===== config.mk =====
export PLATFORM = sky130hd
export DESIGN_NAME = multicycle_controller_flat
export DESIGN_NICKNAME = d
export VERILOG_FILES = /design/src/rtl/multicycle_controller_pkg.sv /design/src/rtl/multicycle_controller_if.sv /design/src/rtl/multicycle_controller_alu_decoder.sv /design/src/rtl/multicycle_controller.sv /design/src/flat_wrapper.sv
export SDC_FILE = /design/constraint.sdc
export NUM_CORES = 1
export LEC_CHECK = 0
export BUFFER_PORTS_ARGS = -buffer_cell sky130_fd_sc_hd__buf_2
export CAP_MARGIN = 10
export CORE_AREA = 2 2 43 45
export DETAILED_ROUTE_END_ITERATION = 7
export DIE_AREA = 0 0 45 47
export PLACE_DENSITY_LB_ADDON = 0.05
export RECOVER_POWER = 50
export REMOVE_ABC_BUFFERS = 1
export SYNTH_ARGS = -nofsm -noshare
export SYNTH_HDL_FRONTEND = slang
export SYNTH_SLANG_ARGS = --single-unit

===== constraint.sdc =====
create_clock -name clk -period 2.35 [get_ports clk]
set_clock_uncertainty 0.2 [all_clocks]
set_input_delay 0.1175 -clock clk [delete_from_list [all_inputs] [get_ports clk]]
set_output_delay 0.1175 -clock clk [all_outputs]
set_load 0.03 [all_outputs]

===== src/rtl/multicycle_controller_pkg.sv =====
// controller_pkg
// Shared encodings for the multi-cycle RV32I controller: FSM state enum,
// ALU operation codes, immediate-extender formats, datapath mux selects
// and the RV32I opcodes the controller understands.
package controller_pkg;

  typedef enum logic [3:0] {
    FETCH    = 4'd0,
    DECODE   = 4'd1,
    MEMADR   = 4'd2,
    MEMREAD  = 4'd3,
    MEMWB    = 4'd4,
    MEMWRITE = 4'd5,
    EXECR    = 4'd6,
    EXECI    = 4'd7,
    ALUWB    = 4'd8,
    JAL      = 4'd9,
    JALR_A   = 4'd10,
    JALR_B   = 4'd11,
    BRANCH   = 4'd12,
    LUI      = 4'd13,
    ILLEGAL  = 4'd14
  } state_t;

  typedef enum logic [2:0] {
    ALU_ADD  = 3'b000,
    ALU_SUB  = 3'b001,
    ALU_AND  = 3'b010,
    ALU_OR   = 3'b011,
    ALU_SLT  = 3'b100,
    ALU_XOR  = 3'b101,
    ALU_SLTU = 3'b110,
    ALU_RSVD = 3'b111
  } aluop_t;

  typedef enum logic [2:0] {
    EXT_I = 3'b000,
    EXT_S = 3'b001,
    EXT_B = 3'b010,
    EXT_J = 3'b011,
    EXT_U = 3'b100
  } extend_t;

  typedef enum logic [1:0] {
    SRCA_PC    = 2'b00,
    SRCA_OLDPC = 2'b01,
    SRCA_RD1   = 2'b10,
    SRCA_ZERO  = 2'b11
  } srca_t;

  typedef enum logic [1:0] {
    SRCB_RD2  = 2'b00,
    SRCB_IMM  = 2'b01,
    SRCB_FOUR = 2'b10
  } srcb_t;

  typedef enum logic [1:0] {
    RES_ALUOUT  = 2'b00,
    RES_MEMDATA = 2'b01,
    RES_ALU     = 2'b10
  } result_t;

  localparam logic [6:0] OP_RTYPE  = 7'b0110011;
  localparam logic [6:0] OP_IALU   = 7'b0010011;
  localparam logic [6:0] OP_LOAD   = 7'b0000011;
  localparam logic [6:0] OP_STORE  = 7'b0100011;
  localparam logic [6:0] OP_BRANCH = 7'b1100011;
  localparam logic [6:0] OP_JAL    = 7'b1101111;
  localparam logic [6:0] OP_JALR   = 7'b1100111;
  localparam logic [6:0] OP_LUI    = 7'b0110111;

endpackage


===== src/rtl/multicycle_controller_if.sv =====
// multicycle_controller_if
// Bundle of signals between the multi-cycle controller and the datapath.
//   Datapath -> controller: op, func3, func7 (from IR), zero, neg (ALU flags)
//   Controller -> datapath: write enables, mux selects, aluop, extend_func,
//                           illegal flag and debug state
// Modports: master = controller, slave = datapath.
interface multicycle_controller_if;

  logic [6:0] op;
  logic [2:0] func3;
  logic [6:0] func7;
  logic       zero;
  logic       neg;

  logic       pcwrite;
  logic       adrsrc;
  logic       memwrite;
  logic       irwrite;
  logic       regwrite;
  logic [1:0] resultsrc;
  logic [1:0] alusrca;
  logic [1:0] alusrcb;
  logic [2:0] aluop;
  logic [2:0] extend_func;
  logic       illegal;
  logic [3:0] state;

  modport master (
    input  op, func3, func7, zero, neg,
    output pcwrite, adrsrc, memwrite, irwrite, regwrite, resultsrc,
           alusrca, alusrcb, aluop, extend_func, illegal, state
  );

  modport slave (
    output op, func3, func7, zero, neg,
    input  pcwrite, adrsrc, memwrite, irwrite, regwrite, resultsrc,
           alusrca, alusrcb, aluop, extend_func, illegal, state
  );

endinterface


===== src/rtl/multicycle_controller_alu_decoder.sv =====
// alu_decoder
// Combinational decode of op/func3/func7 into the ALU operation for R-type
// and I-ALU instructions, plus a legal flag saying whether the func fields
// name an operation the datapath supports.
//   i_op     : instruction[6:0]
//   i_func3  : instruction[14:12]
//   i_func7  : instruction[31:25]
//   o_aluop  : ALU operation code
//   o_legal  : 1 when the func fields are supported (always 1 for non-ALU ops)
module alu_decoder
  import controller_pkg::*;
(
  input  logic [6:0] i_op,
  input  logic [2:0] i_func3,
  input  logic [6:0] i_func7,
  output aluop_t     o_aluop,
  output logic       o_legal
);

  logic w_f7Zero;
  logic w_f7Sub;

  assign w_f7Zero = (i_func7 == 7'b0000000);
  assign w_f7Sub  = (i_func7 == 7'b0100000);

  // R-type requires an exact func7 (only add/sub differ); I-ALU func7 bits
  // are immediate bits and are ignored. Shifts are not supported.
  always_comb begin
    o_aluop = ALU_ADD;
    o_legal = 1'b1;
    if (i_op == OP_RTYPE) begin
      o_legal = 1'b0;
      case (i_func3)
        3'b000: begin
          o_aluop = w_f7Sub ? ALU_SUB : ALU_ADD;
          o_legal = w_f7Zero | w_f7Sub;
        end
        3'b010: begin o_aluop = ALU_SLT;  o_legal = w_f7Zero; end
        3'b011: begin o_aluop = ALU_SLTU; o_legal = w_f7Zero; end
        3'b100: begin o_aluop = ALU_XOR;  o_legal = w_f7Zero; end
        3'b110: begin o_aluop = ALU_OR;   o_legal = w_f7Zero; end
        3'b111: begin o_aluop = ALU_AND;  o_legal = w_f7Zero; end
        default: o_legal = 1'b0;
      endcase
    end else if (i_op == OP_IALU) begin
      o_legal = 1'b1;
      case (i_func3)
        3'b000: o_aluop = ALU_ADD;
        3'b010: o_aluop = ALU_SLT;
        3'b011: o_aluop = ALU_SLTU;
        3'b100: o_aluop = ALU_XOR;
        3'b110: o_aluop = ALU_OR;
        3'b111: o_aluop = ALU_AND;
        default: o_legal = 1'b0;
      endcase
    end
  end

endmodule


===== src/rtl/multicycle_controller.sv =====
// multicycle_controller
// Moore-style FSM sequencing the multi-cycle RV32I datapath. Each state
// drives the mux selects and write enables for one datapath step; an
// instruction takes 3 (branch), 4 (R/I-ALU, sw, lui, jal) or 5 (lw, jalr)
// cycles. Unsupported instructions park the FSM in ILLEGAL until reset.
//   clk : clock, rising edge
//   rst : asynchronous active-low reset
//   bus : controller side (master) of multicycle_controller_if
module multicycle_controller
  import controller_pkg::*;
(
  input  logic                          clk,
  input  logic                          rst,
  multicycle_controller_if.master       bus
);

  state_t  r_state;
  state_t  w_stateNext;

  aluop_t  w_decAluop;
  logic    w_decLegal;

  logic    w_pcwrite;
  logic    w_adrsrc;
  logic    w_memwrite;
  logic    w_irwrite;
  logic    w_regwrite;
  result_t w_resultsrc;
  srca_t   w_alusrca;
  srcb_t   w_alusrcb;
  aluop_t  w_aluop;
  extend_t w_extend;
  logic    w_illegal;
  logic    w_taken;

  alu_decoder u_aluDecoder (
    .i_op    (bus.op),
    .i_func3 (bus.func3),
    .i_func7 (bus.func7),
    .o_aluop (w_decAluop),
    .o_legal (w_decLegal)
  );

  // Branch condition from func3 and the ALU flags of rs1 - rs2.
  always_comb begin
    case (bus.func3)
      3'b000:  w_taken = bus.zero;
      3'b001:  w_taken = ~bus.zero;
      3'b100:  w_taken = bus.neg;
      3'b101:  w_taken = ~bus.neg;
      default: w_taken = 1'b0;
    endcase
  end

  // State register.
  always_ff @(posedge clk or negedge rst) begin
    if (!rst) begin
      r_state <= FETCH;
    end else begin
      r_state <= w_stateNext;
    end
  end

  // Next-state and per-state outputs.
  always_comb begin
    w_stateNext = FETCH;
    w_pcwrite   = 1'b0;
    w_adrsrc    = 1'b0;
    w_memwrite  = 1'b0;
    w_irwrite   = 1'b0;
    w_regwrite  = 1'b0;
    w_resultsrc = RES_ALUOUT;
    w_alusrca   = SRCA_PC;
    w_alusrcb   = SRCB_RD2;
    w_aluop     = ALU_ADD;
    w_extend    = EXT_I;
    w_illegal   = 1'b0;
    case (r_state)
      FETCH: begin
        w_irwrite   = 1'b1;
        w_pcwrite   = 1'b1;
        w_alusrcb   = SRCB_FOUR;
        w_resultsrc = RES_ALU;
        w_stateNext = DECODE;
      end
      DECODE: begin
        // ALUOut <= oldPC + imm, the branch or jal target.
        w_alusrca = SRCA_OLDPC;
        w_alusrcb = SRCB_IMM;
        w_extend  = (bus.op == OP_JAL) ? EXT_J : EXT_B;
        case (bus.op)
          OP_LOAD, OP_STORE: w_stateNext = MEMADR;
          OP_RTYPE:          w_stateNext = w_decLegal ? EXECR : ILLEGAL;
          OP_IALU:           w_stateNext = w_decLegal ? EXECI : ILLEGAL;
          OP_JAL:            w_stateNext = JAL;
          OP_JALR:           w_stateNext = JALR_A;
          OP_BRANCH:         w_stateNext = BRANCH;
          OP_LUI:            w_stateNext = LUI;
          default:           w_stateNext = ILLEGAL;
        endcase
      end
      MEMADR: begin
        w_alusrca   = SRCA_RD1;
        w_alusrcb   = SRCB_IMM;
        w_extend    = (bus.op == OP_STORE) ? EXT_S : EXT_I;
        w_stateNext = (bus.op == OP_STORE) ? MEMWRITE : MEMREAD;
      end
      MEMREAD: begin
        w_adrsrc    = 1'b1;
        w_stateNext = MEMWB;
      end
      MEMWB: begin
        w_resultsrc = RES_MEMDATA;
        w_regwrite  = 1'b1;
        w_stateNext = FETCH;
      end
      MEMWRITE: begin
        w_adrsrc    = 1'b1;
        w_memwrite  = 1'b1;
        w_stateNext = FETCH;
      end
      EXECR: begin
        w_alusrca   = SRCA_RD1;
        w_aluop     = w_decAluop;
        w_stateNext = ALUWB;
      end
      EXECI: begin
        w_alusrca   = SRCA_RD1;
        w_alusrcb   = SRCB_IMM;
        w_aluop     = w_decAluop;
        w_stateNext = ALUWB;
      end
      ALUWB: begin
        w_regwrite  = 1'b1;
        w_stateNext = FETCH;
      end
      JAL, JALR_B: begin
        // PC <= ALUOut (target) while the ALU forms oldPC + 4 for rd.
        w_alusrca   = SRCA_OLDPC;
        w_alusrcb   = SRCB_FOUR;
        w_pcwrite   = 1'b1;
        w_stateNext = ALUWB;
      end
      JALR_A: begin
        w_alusrca   = SRCA_RD1;
        w_alusrcb   = SRCB_IMM;
        w_stateNext = JALR_B;
      end
      BRANCH: begin
        w_alusrca   = SRCA_RD1;
        w_aluop     = ALU_SUB;
        w_pcwrite   = w_taken;
        w_stateNext = FETCH;
      end
      LUI: begin
        w_alusrca   = SRCA_ZERO;
        w_alusrcb   = SRCB_IMM;
        w_extend    = EXT_U;
        w_stateNext = ALUWB;
      end
      ILLEGAL: begin
        w_illegal   = 1'b1;
        w_stateNext = ILLEGAL;
      end
      default: w_stateNext = FETCH;
    endcase
  end

  // Enables are gated by reset so an abandoned instruction never writes.
  assign bus.pcwrite     = w_pcwrite  & rst;
  assign bus.irwrite     = w_irwrite  & rst;
  assign bus.regwrite    = w_regwrite & rst;
  assign bus.memwrite    = w_memwrite & rst;
  assign bus.adrsrc      = w_adrsrc;
  assign bus.resultsrc   = w_resultsrc;
  assign bus.alusrca     = w_alusrca;
  assign bus.alusrcb     = w_alusrcb;
  assign bus.aluop       = w_aluop;
  assign bus.extend_func = w_extend;
  assign bus.illegal     = w_illegal;
  assign bus.state       = r_state;

endmodule


===== src/flat_wrapper.sv =====
// flat-port wrapper written by rule: the top's interface ports become plain ports
module multicycle_controller_flat import controller_pkg::*;
  (clk, rst, bus_op, bus_func3, bus_func7, bus_zero, bus_neg, bus_pcwrite, bus_adrsrc, bus_memwrite, bus_irwrite, bus_regwrite, bus_resultsrc, bus_alusrca, bus_alusrcb, bus_aluop, bus_extend_func, bus_illegal, bus_state);
  multicycle_controller_if bus_i ();
  input  logic clk;
  input  logic rst;
  input wire logic [$bits(bus_i.op)-1:0] bus_op;
  input wire logic [$bits(bus_i.func3)-1:0] bus_func3;
  input wire logic [$bits(bus_i.func7)-1:0] bus_func7;
  input wire logic [$bits(bus_i.zero)-1:0] bus_zero;
  input wire logic [$bits(bus_i.neg)-1:0] bus_neg;
  output wire logic [$bits(bus_i.pcwrite)-1:0] bus_pcwrite;
  output wire logic [$bits(bus_i.adrsrc)-1:0] bus_adrsrc;
  output wire logic [$bits(bus_i.memwrite)-1:0] bus_memwrite;
  output wire logic [$bits(bus_i.irwrite)-1:0] bus_irwrite;
  output wire logic [$bits(bus_i.regwrite)-1:0] bus_regwrite;
  output wire logic [$bits(bus_i.resultsrc)-1:0] bus_resultsrc;
  output wire logic [$bits(bus_i.alusrca)-1:0] bus_alusrca;
  output wire logic [$bits(bus_i.alusrcb)-1:0] bus_alusrcb;
  output wire logic [$bits(bus_i.aluop)-1:0] bus_aluop;
  output wire logic [$bits(bus_i.extend_func)-1:0] bus_extend_func;
  output wire logic [$bits(bus_i.illegal)-1:0] bus_illegal;
  output wire logic [$bits(bus_i.state)-1:0] bus_state;
  assign bus_i.op = bus_op;
  assign bus_i.func3 = bus_func3;
  assign bus_i.func7 = bus_func7;
  assign bus_i.zero = bus_zero;
  assign bus_i.neg = bus_neg;
  assign bus_pcwrite = bus_i.pcwrite;
  assign bus_adrsrc = bus_i.adrsrc;
  assign bus_memwrite = bus_i.memwrite;
  assign bus_irwrite = bus_i.irwrite;
  assign bus_regwrite = bus_i.regwrite;
  assign bus_resultsrc = bus_i.resultsrc;
  assign bus_alusrca = bus_i.alusrca;
  assign bus_alusrcb = bus_i.alusrcb;
  assign bus_aluop = bus_i.aluop;
  assign bus_extend_func = bus_i.extend_func;
  assign bus_illegal = bus_i.illegal;
  assign bus_state = bus_i.state;
  multicycle_controller u_core (.clk(clk), .rst(rst), .bus(bus_i));
endmodule

---- After elaboration in Yosys (flattened, before gate mapping) ----
Cells that the tools add are included.
Widths: inputs -> output; s select.
storage, ports and cells
  memory bits (read-only) ................. 0
  output and inout port bits .............. 22
  memories kept ........................... 0
  bits in latches ......................... 0
  logic and storage cells ................. 80
  flip-flop bits (word level) ............. 4
  RAM bits ................................ 0
  bits of input ports ..................... 21
operators by class
  mux-type cells .......................... 28
  equality and inequality tests ........... 30
  magnitude comparators ................... 0
  divide/modulo/power cells ............... 0
  $add $sub $neg .......................... 0
  reductions and logical operators ........ 14
  multiply operators ...................... 0
  shift operators ......................... 0
  bitwise gates (word level) .............. 7
operators by type and width
  cell                count
  $pmux 4 s7          2
  $eq 4x4->1 const B  7
  $eq 7x6->1 const B  4
  $eq 7x7->1 const B  3
  $reduce_or 5->1     4
  $pmux 3 s6          1
  $eq 4x3->1 const B  4
  $pmux 3 s5          1
  $eq 3x3->1 const B  4
  $mux 1              11
  $mux 3              3
  $pmux 3 s3          1
  $eq 4x2->1 const B  2
  $mux 4              2
  $pmux 2 s2          2
  $reduce_or 2->1     4
  $eq 7x2->1 const B  1
  $eq 7x5->1 const B  1
  $logic_not 7->1     1
  $eq 3x2->1 const B  2
  $pmux 2 s3          1
  $pmux 3 s2          1
  $reduce_or 3->1     2
  $reduce_or 6->1     1
  other kinds (9)     14

---- Depth between registers and ports, before layout ----
Gate-level depths: netlist (run 1).
  depth in word-level cells ............... 8
  mapped depth ............................ 5
  gate-level depth less buffers ........... 4

---- Cells and area by module ----
Synthesis (run 1) repeated with hierarchy kept, for this count alone.
second synthesis, totals
  cells, all modules ...................... 102
  area total of the unflattened synthesis .. 780.7 um^2
by module, submodules not included
  module                 area an instance (um^2)  sequential area each (um^2)  cells an instance  times used
  multicycle_controller  646.9                    100.1                        86                 1
  alu_decoder            133.9                    0.0                          16                 1

---- Worst setup path before layout (run 1) ----
No wires, ideal clock.
  path type ............................... flip-flop to output port
  start point ............................. reg u_core.r_state[3], in the netlist u_core.bus.state[3]
  end point ............................... out bus_pcwrite
  stages on the path, launching flop included .. 6
  required time ........................... 2033 ps
  buffers on the path ..................... 1
  data arrival time ....................... 1823 ps
  path slack .............................. 210 ps
  cell sequence ........................... dfrtp_1 -> clkbuf_1 -> nor3_1 -> a21oi_1 -> nor2_1 -> o21a_1
between the ends
  longest elaborated chain between the ends .. 4
  elaborated cells between the ends (all ways) .. 7
  classes of those cells .................. eq/ne: 3; mux: 1; bitwise: 1; reduce/logical: 2
RTL lines
  what                                           RTL line                      text
  start, declared                                multicycle_controller.sv:17   state_t r_state;
  start signal, assigned                         multicycle_controller.sv:60   r_state <= w_stateNext;
  $eq 4x4->1 or $logic_not 4->1 (tied branches)  multicycle_controller.sv:78   case (r_state)
  $reduce_or 3->1 (no line)                      --
  $pmux 1 s2 (*)                                 multicycle_controller.sv:78
  $and 1x1->1 (*)                                multicycle_controller.sv:170  assign bus.pcwrite = w_pcwrite & rst;
  end, declared                                  flat_wrapper.sv:12            output wire logic [$bits(bus_i.pcwrite)-1:0] bus_pcwrite;
Every way passes the cells marked *; elsewhere a longest branch is shown, timed or not.

---- Worst setup path after layout (run 1) ----
  start point ............................. reg u_core.r_state[3], in the netlist u_core.bus.state[3]
  end point ............................... out bus_extend_func[0]
between the ends
  longest elaborated chain between the ends .. 2
  elaborated cells between the ends (all ways) .. 4
  classes of those cells .................. eq/ne: 3; mux: 1
RTL lines
  what                                      RTL line                     text
  $eq 4x4->1, or another cell as far along  multicycle_controller.sv:78
  $pmux 3 s3 (*)                            multicycle_controller.sv:78
  end, declared                             flat_wrapper.sv:21           output wire logic [$bits(bus_i.extend_func)-1:0] bus_extend_func;
Marked as above.

==> flow_summary.toml, run 1 <==
[clock_network]
cts-root-buf = "clkbuf_4"
clk_latency_ps = 220
clk_path_buf_depth = 2
cts_num_sinks = 4
cts.clk_slew.worst_paths_ps = 40
cts_resized = 0
htreeDepth = 1
cts_buffers = 3
cts_tree = "yes"

[synthesis]
synth_cells = 101
synth.avg_cell_area_um2 = 6.90
async_flop_share_pct = 100
ys_warn_count = 0
ys_ff_latch = 4
synth-seq-area-share_pct = 14.4
synth.distinct_cells = 49
synthesis.area_um2 = 697
synth_flop_cell = "dfrtp_1"
synth_edf_count = 0

[floorplanning]
dieWidth_um = 45
rows = 15
die_y_um = 47
core_mm2 = 0.00165
die-area_mm2 = 0.00212
pin_count = 43
start_util_pct = 42.2

[drt]
antenna_left = 0
wl_per_cell_um = 11.9
drt_iter0_drc = 14
drt_pass1_iterations = 4
wl_um = 1930
vias = 894
vias_per_cell = 5.52
route.detailed.drc = 0

[timing]
worst_slew_pin_slew_ps = 463
hold_viol = 0
setup_viol = 0
fmax_mhz = 453
slew_violations = 0
max_slew_margin_pct = 68.3
period_share_pct = 94.0
rsz0062_at_grt = "false"
finalSetupTns_ps = 0
period_needed_ps = 2210
hold_ws_ps = 121

[global_route]
grt_overflow = 0
grt_start_max_net_pins = 17
grt_usage_pct = 18.8
grt_antenna_before_repair = 0
grt_pass1_vias = 673
grt_pass1_wl_um = 3020

[worst_setup_path]
slowest_delay_ps = 530
crit_fanout = 15
worst_path_max_delay_cell = "or4_4"
reg2reg_setup_slack_ps = 550
startpoint_type = "flip-flop"
critPathCaptureType = "output pin"
path_delay_family = "simple AND/OR/NAND/NOR gates"
crit_type = "flip-flop to output pin"
crit_required_ps = 2030
crit_buf_inv = 2
crit_chain = "nor2_2 -> clkinv_1 -> or4_4 -> o21ai_2 -> buf_2"
arrival_ps = 1890

[power]
p_leak_nw = 0.449
ir_worst_vdd_uv = 367
power.density_mw_per_mm2 = 1100

[final_layout]
drive_above_1_share_pct = 33.8
fin_cells = 162
syn_to_final_growth_pct = 36.8
nNetsFinal = 168
largest_reg_flops = 4
antennaDiodeCount = 0

[job]
max_cap_viol_count = 0

[placement]
dp.cells = 158
port_buffers = 42
place_congestion = 0.789
post-dp-hpwl_um = 1590

[worst_hold_path]
hold_path_class = "primary input to async pin"

[status]
status = "completed"
[logic make-up (layout without fill, tap and decap cells)]
group           after synthesis  in the layout  share of synthesized area, %
compound gates               27             27                          27.7
xor+xnor                      2              2                          2.51
buf+inv                       9             53                          5.21
flops                         4              4                          14.4
mux                           2              2                          2.87
simple gates                 57             57                          47.4
[synthesized netlist by cell type (3+ instances only)]
master | instances | area (um^2)
clkbuf_1 | 3 | 11.3
nand2_1 | 6 | 22.5
inv_1 | 3 | 11.3
dfrtp_1 | 4 | 100
o21ai_1 | 5 | 25.0
nor2_1 | 12 | 45.0
nand2b_1 | 6 | 37.5
nand4_1 | 3 | 18.8
o21a_1 | 3 | 22.5
nor3_1 | 7 | 35.0
a21oi_1 | 4 | 20.0
[cell usage in the layout, fill, tap and decap left out, types with 3 or more instances in the layout]
cell type and n:
clkbuf_4 3, o21ai_1 5, buf_4 3, a21oi_1 4, nor2_1 12, inv_1 3
buf_2 35, nand2b_1 6, nand4_1 3, nand2_1 6, nor3_1 7, clkbuf_1 7
dfrtp_1 4, o21a_1 3
[metrics by stage]
step | power (mW) | cell area (um^2) | setup slack [ps] | utilization [%]
5_1_grt | 1.13 | 953 | 2.23 | 57.7
2_1_floorplan | 0.722 | 676 | 294 | -
3_3_place_gp | 0.972 | 930 | 424 | 56.3
6_report | 1.05 | 953 | 141 | 57.7
4_1_cts | 1.06 | 962 | 147 | 58.3
3_5_place_dp | 0.975 | 930 | 393 | 56.3
[layer usage]
metal	global-route usage [%]	part of all wire, %
met2	32.6	46
met4	1.76	0
met1	26.7	47
met5	0	0
met3	1.15	6.1
[final cells by class]
| cell class | count | area [um^2] |
|---|---|---|
| repair buffers | 46 | 234 |
| well taps | 17 | 21.3 |
| multi-input cells | 88 | 561 |
| flip-flops and latches | 4 | 100 |
| inverters | 4 | 15.0 |
| fillers | 187 | 698 |
| clock buffers | 3 | 22.5 |
[repair_timing]
item,in CTS,in global routing
setup buffers,0,0
endpoints found under the setup margin,0,0
hold buffers,1,0
hold endpoints to repair,4,0
[where the power goes]
group / switching (mW) / internal (mW) / leakage [nW]
sequential: 0.0546 / 0.0996 / 0.0506
combinational: 0.544 / 0.270 / 0.384
clock: 0.0236 / 0.0568 / 0.0138
total: 0.622 / 0.426 / 0.449
[worst paths after layout]
| kind | startpoint | end | cells past startpoint |
|---|---|---|---|
| setup / recovery | u_core.bus.state[3]$_DFF_PN0_ | bus_extend_func[0] | 5 |
| hold / removal | rst | u_core.bus.state[0]$_DFF_PN0_ | 2 |
| setup reg to reg | u_core.bus.state[3]$_DFF_PN0_ | u_core.bus.state[2]$_DFF_PN0_ | 4 |
| hold reg to reg | u_core.bus.state[0]$_DFF_PN0_ | u_core.bus.state[0]$_DFF_PN0_ | 2 |
| max in group asynchronous | rst | u_core.bus.state[3]$_DFF_PN0_ | 2 |
| min in group clk | bus_op[5] | u_core.bus.state[1]$_DFF_PN0_ | 3 |
Note: power is estimated with default switching activity, not from simulation.
==> run 2: changes to the inputs <==
--- a/config.mk
+++ b/config.mk
@@ -5,6 +5,7 @@
 export SDC_FILE = /design/constraint.sdc
 export NUM_CORES = 1
 export LEC_CHECK = 0
+export ABC_AREA = 1
 export BUFFER_PORTS_ARGS = -buffer_cell sky130_fd_sc_hd__buf_2
 export CAP_MARGIN = 10
 export CORE_AREA = 2 2 43 45
==> flow_summary.toml, run 2 <==
[drt]
drt_iter0_drc = 25
wl_per_cell_um = 9.81
vias_per_cell = 4.93
wl_um = 1990
vias = 1001
antenna_left = 0
drt_pass1_iterations = 4
route.detailed.drc = 0

[power]
clkPwrFrac_pct = 8.2
power_frac_seq_pct = 15.9
p_switching_mw = 0.649
power.density_mw_per_mm2 = 1020
ir_worst_vdd_uv = 698
p_int_mw = 0.362
netSwitchingFraction_pct = 64.2
p_leak_nw = 0.566
pwr-share-comb_pct = 75.9
p_total_mw = 1.01

[floorplanning]
die_y_um = 47
rows = 15
die-area_mm2 = 0.00212
dieWidth_um = 45
pin_count = 43
core_mm2 = 0.00165
start_util_pct = 45.4

[clock_network]
clk_path_buf_depth = 2
cts.clk_slew.worst_paths_ps = 40
cts_buffers = 3
cts-root-buf = "clkbuf_4"
cts_tree = "yes"
cts_setup_buffers = 0
cts_num_sinks = 4
htreeDepth = 1
clk_latency_ps = 230

[global_route]
grt_antenna_before_repair = 0
grt_start_max_net_pins = 8
grt_pass1_wl_um = 3150
grt_usage_pct = 19.6
grt_overflow = 0
grt_pass1_vias = 800

[synthesis]
synth_top_area_share_pct = 17.0
yosys.area_share.simple_pct = 60.9
yosysMostFrequentCell = "nand2_1"
synth_edf_count = 0
synth_adder_area_share_pct = 0
ys_warn_count = 0
synth_compound_area_share_pct = 11.2
synth_top_family_by_area = "simple AND/OR/NAND/NOR gates"
synth_area_leaders = "nand2_1 17%, nor2_1 15%, dfrtp_1 13%, inv_1 11%, nor2_4 7.5%"
synth_xor_area_share_pct = 0
synthesis.area_um2 = 749
async_flop_share_pct = 100
synth_flop_cell = "dfrtp_1"
muxShareOfSynthArea_pct = 0
synth.avg_cell_area_um2 = 5.35
synth-seq-area-share_pct = 13.4
synth_cells = 140
synth.cells.most_frequent = "34 x nand2_1, 30 x nor2_1, 21 x inv_1"
ys_ff_latch = 4
yosysTopAreaCell = "nand2_1"
synth.distinct_cells = 22

[worst_setup_path]
arrival_ps = 1640
rr_startpoint = "u_core.bus.state[3]$_DFF_PN0_"
critPathCaptureType = "output pin"
crit_required_ps = 2030
reg2reg_setup_slack_ps = 740
startpoint_type = "flip-flop"
r2r_end = "u_core.bus.state[0]$_DFF_PN0_"
crit_fanout = 7
crit_type = "flip-flop to output pin"
reg2regPathDepth = 7
crit_path_end = "bus_extend_func[0]"
crit_start = "u_core.bus.state[3]$_DFF_PN0_"

[final_layout]
antennaDiodeCount = 0
largest_reg_flops = 4
final_util_pct = 60.2
drive_above_1_share_pct = 32.3
nNetsFinal = 209
finish.instance_area_um2 = 993
final_cell_mix = "34 x nand2_1, 34 x buf_2, 32 x nor2_1, 22 x inv_1, 10 x nand3_1"
syn_to_final_growth_pct = 32.6
fin_cells = 203

[timing]
period_needed_ps = 1950
hold_viol = 0
slew_violations = 0
finalSetupTns_ps = 0
max_slew_margin_pct = 75.1
period_share_pct = 83.2
fmax_mhz = 512
rsz0062_at_grt = "false"
setup_viol = 0
worst_slew_pin_slew_ps = 370

[placement]
port_buffers = 42
post-dp-hpwl_um = 1700
place_congestion = 0.867
dp.cells = 199
place_area_um2 = 981

[status]
status = "completed"

[worst_hold_path]
hold_path_class = "primary input to async pin"

[job]
max_cap_viol_count = 0
==> run 2: cell types whose count changed after synthesis, sizes merged, moves of 4 or more <==
cell,previous run,this run
inv,3,29
nand2,7,38
nand2b,6,0
nand3,2,12
nor2,13,38
nor3,8,4
==> run 2: worst min path at each step <==
stage / slack [ps] / endpoint / depth (start not counted) / from
2_1_floorplan: -380 / u_core.bus.state[0]$_DFF_PN0_ / 0 / rst
3_3_place_gp: -270 / u_core.bus.state[1]$_DFF_PN0_ / 1 / rst
3_5_place_dp: -270 / u_core.bus.state[1]$_DFF_PN0_ / 1 / rst
4_1_cts: 30 / u_core.bus.state[1]$_DFF_PN0_ / 2 / rst
5_1_grt: 110 / u_core.bus.state[1]$_DFF_PN0_ / 2 / rst
6_report: 100 / u_core.bus.state[1]$_DFF_PN0_ / 2 / rst
==> run 2: metrics by stage <==
stage          worst slack [ps]  hold slack, ps
5_1_grt                     227             105
3_5_place_dp                746            -267
6_report                    396            97.7
3_3_place_gp                763            -266
2_1_floorplan               360            -378
4_1_cts                     503            25.4
==> run 2: final cells by class <==
| type | count | area (um^2) |
|---|---|---|
| fill | 184 | 658 |
| multi-input combinational | 107 | 531 |
| timing repair buffer | 43 | 210 |
| inverter | 29 | 109 |
| sequential | 4 | 100 |
| clock buffer | 3 | 22.5 |
| tap | 17 | 21.3 |
==> run 2: routing by layer <==
| layer | GRT usage, % | routed length, um | share of wire [%] |
|---|---|---|---|
| met5 | 0 | 0 | 0 |
| met4 | 3.53 | 19 | 0.95 |
| met3 | 2.31 | 138 | 6.9 |
| met2 | 34.3 | 954 | 48 |
| met1 | 26.1 | 879 | 44 |
==> run 2: cell families (layout without fill, tap and decap cells) <==
family,Yosys count,in the layout
simple gates,96,96
flops,4,4
compound gates,11,11
buf+inv,29,75
==> run 2: power groups by stage <==
stage	combinational (mW)	sequential, mW	clock (mW)
final	0.767	0.161	0.0827
after global routing	0.836	0.166	0.0914
after CTS	0.799	0.161	0.0865
after detailed placement	0.796	0.161	0
after global placement	0.795	0.158	0
after floorplan	0.535	0.210	0
==> run 2: repair_timing <==
item                                   in CTS  in global routing
hold buffers                                1                  0
endpoints found under the hold margin       4                  0
gates resized for setup                     0                  0
==> run 2: worst max-delay path, cell delays in order (launching register included) <==
cell and delay, ps:
dfrtp_1 470, nor2_1 160, inv_1 120, nor2_1 300
nand2_1 90, nand2_1 70, buf_2 190
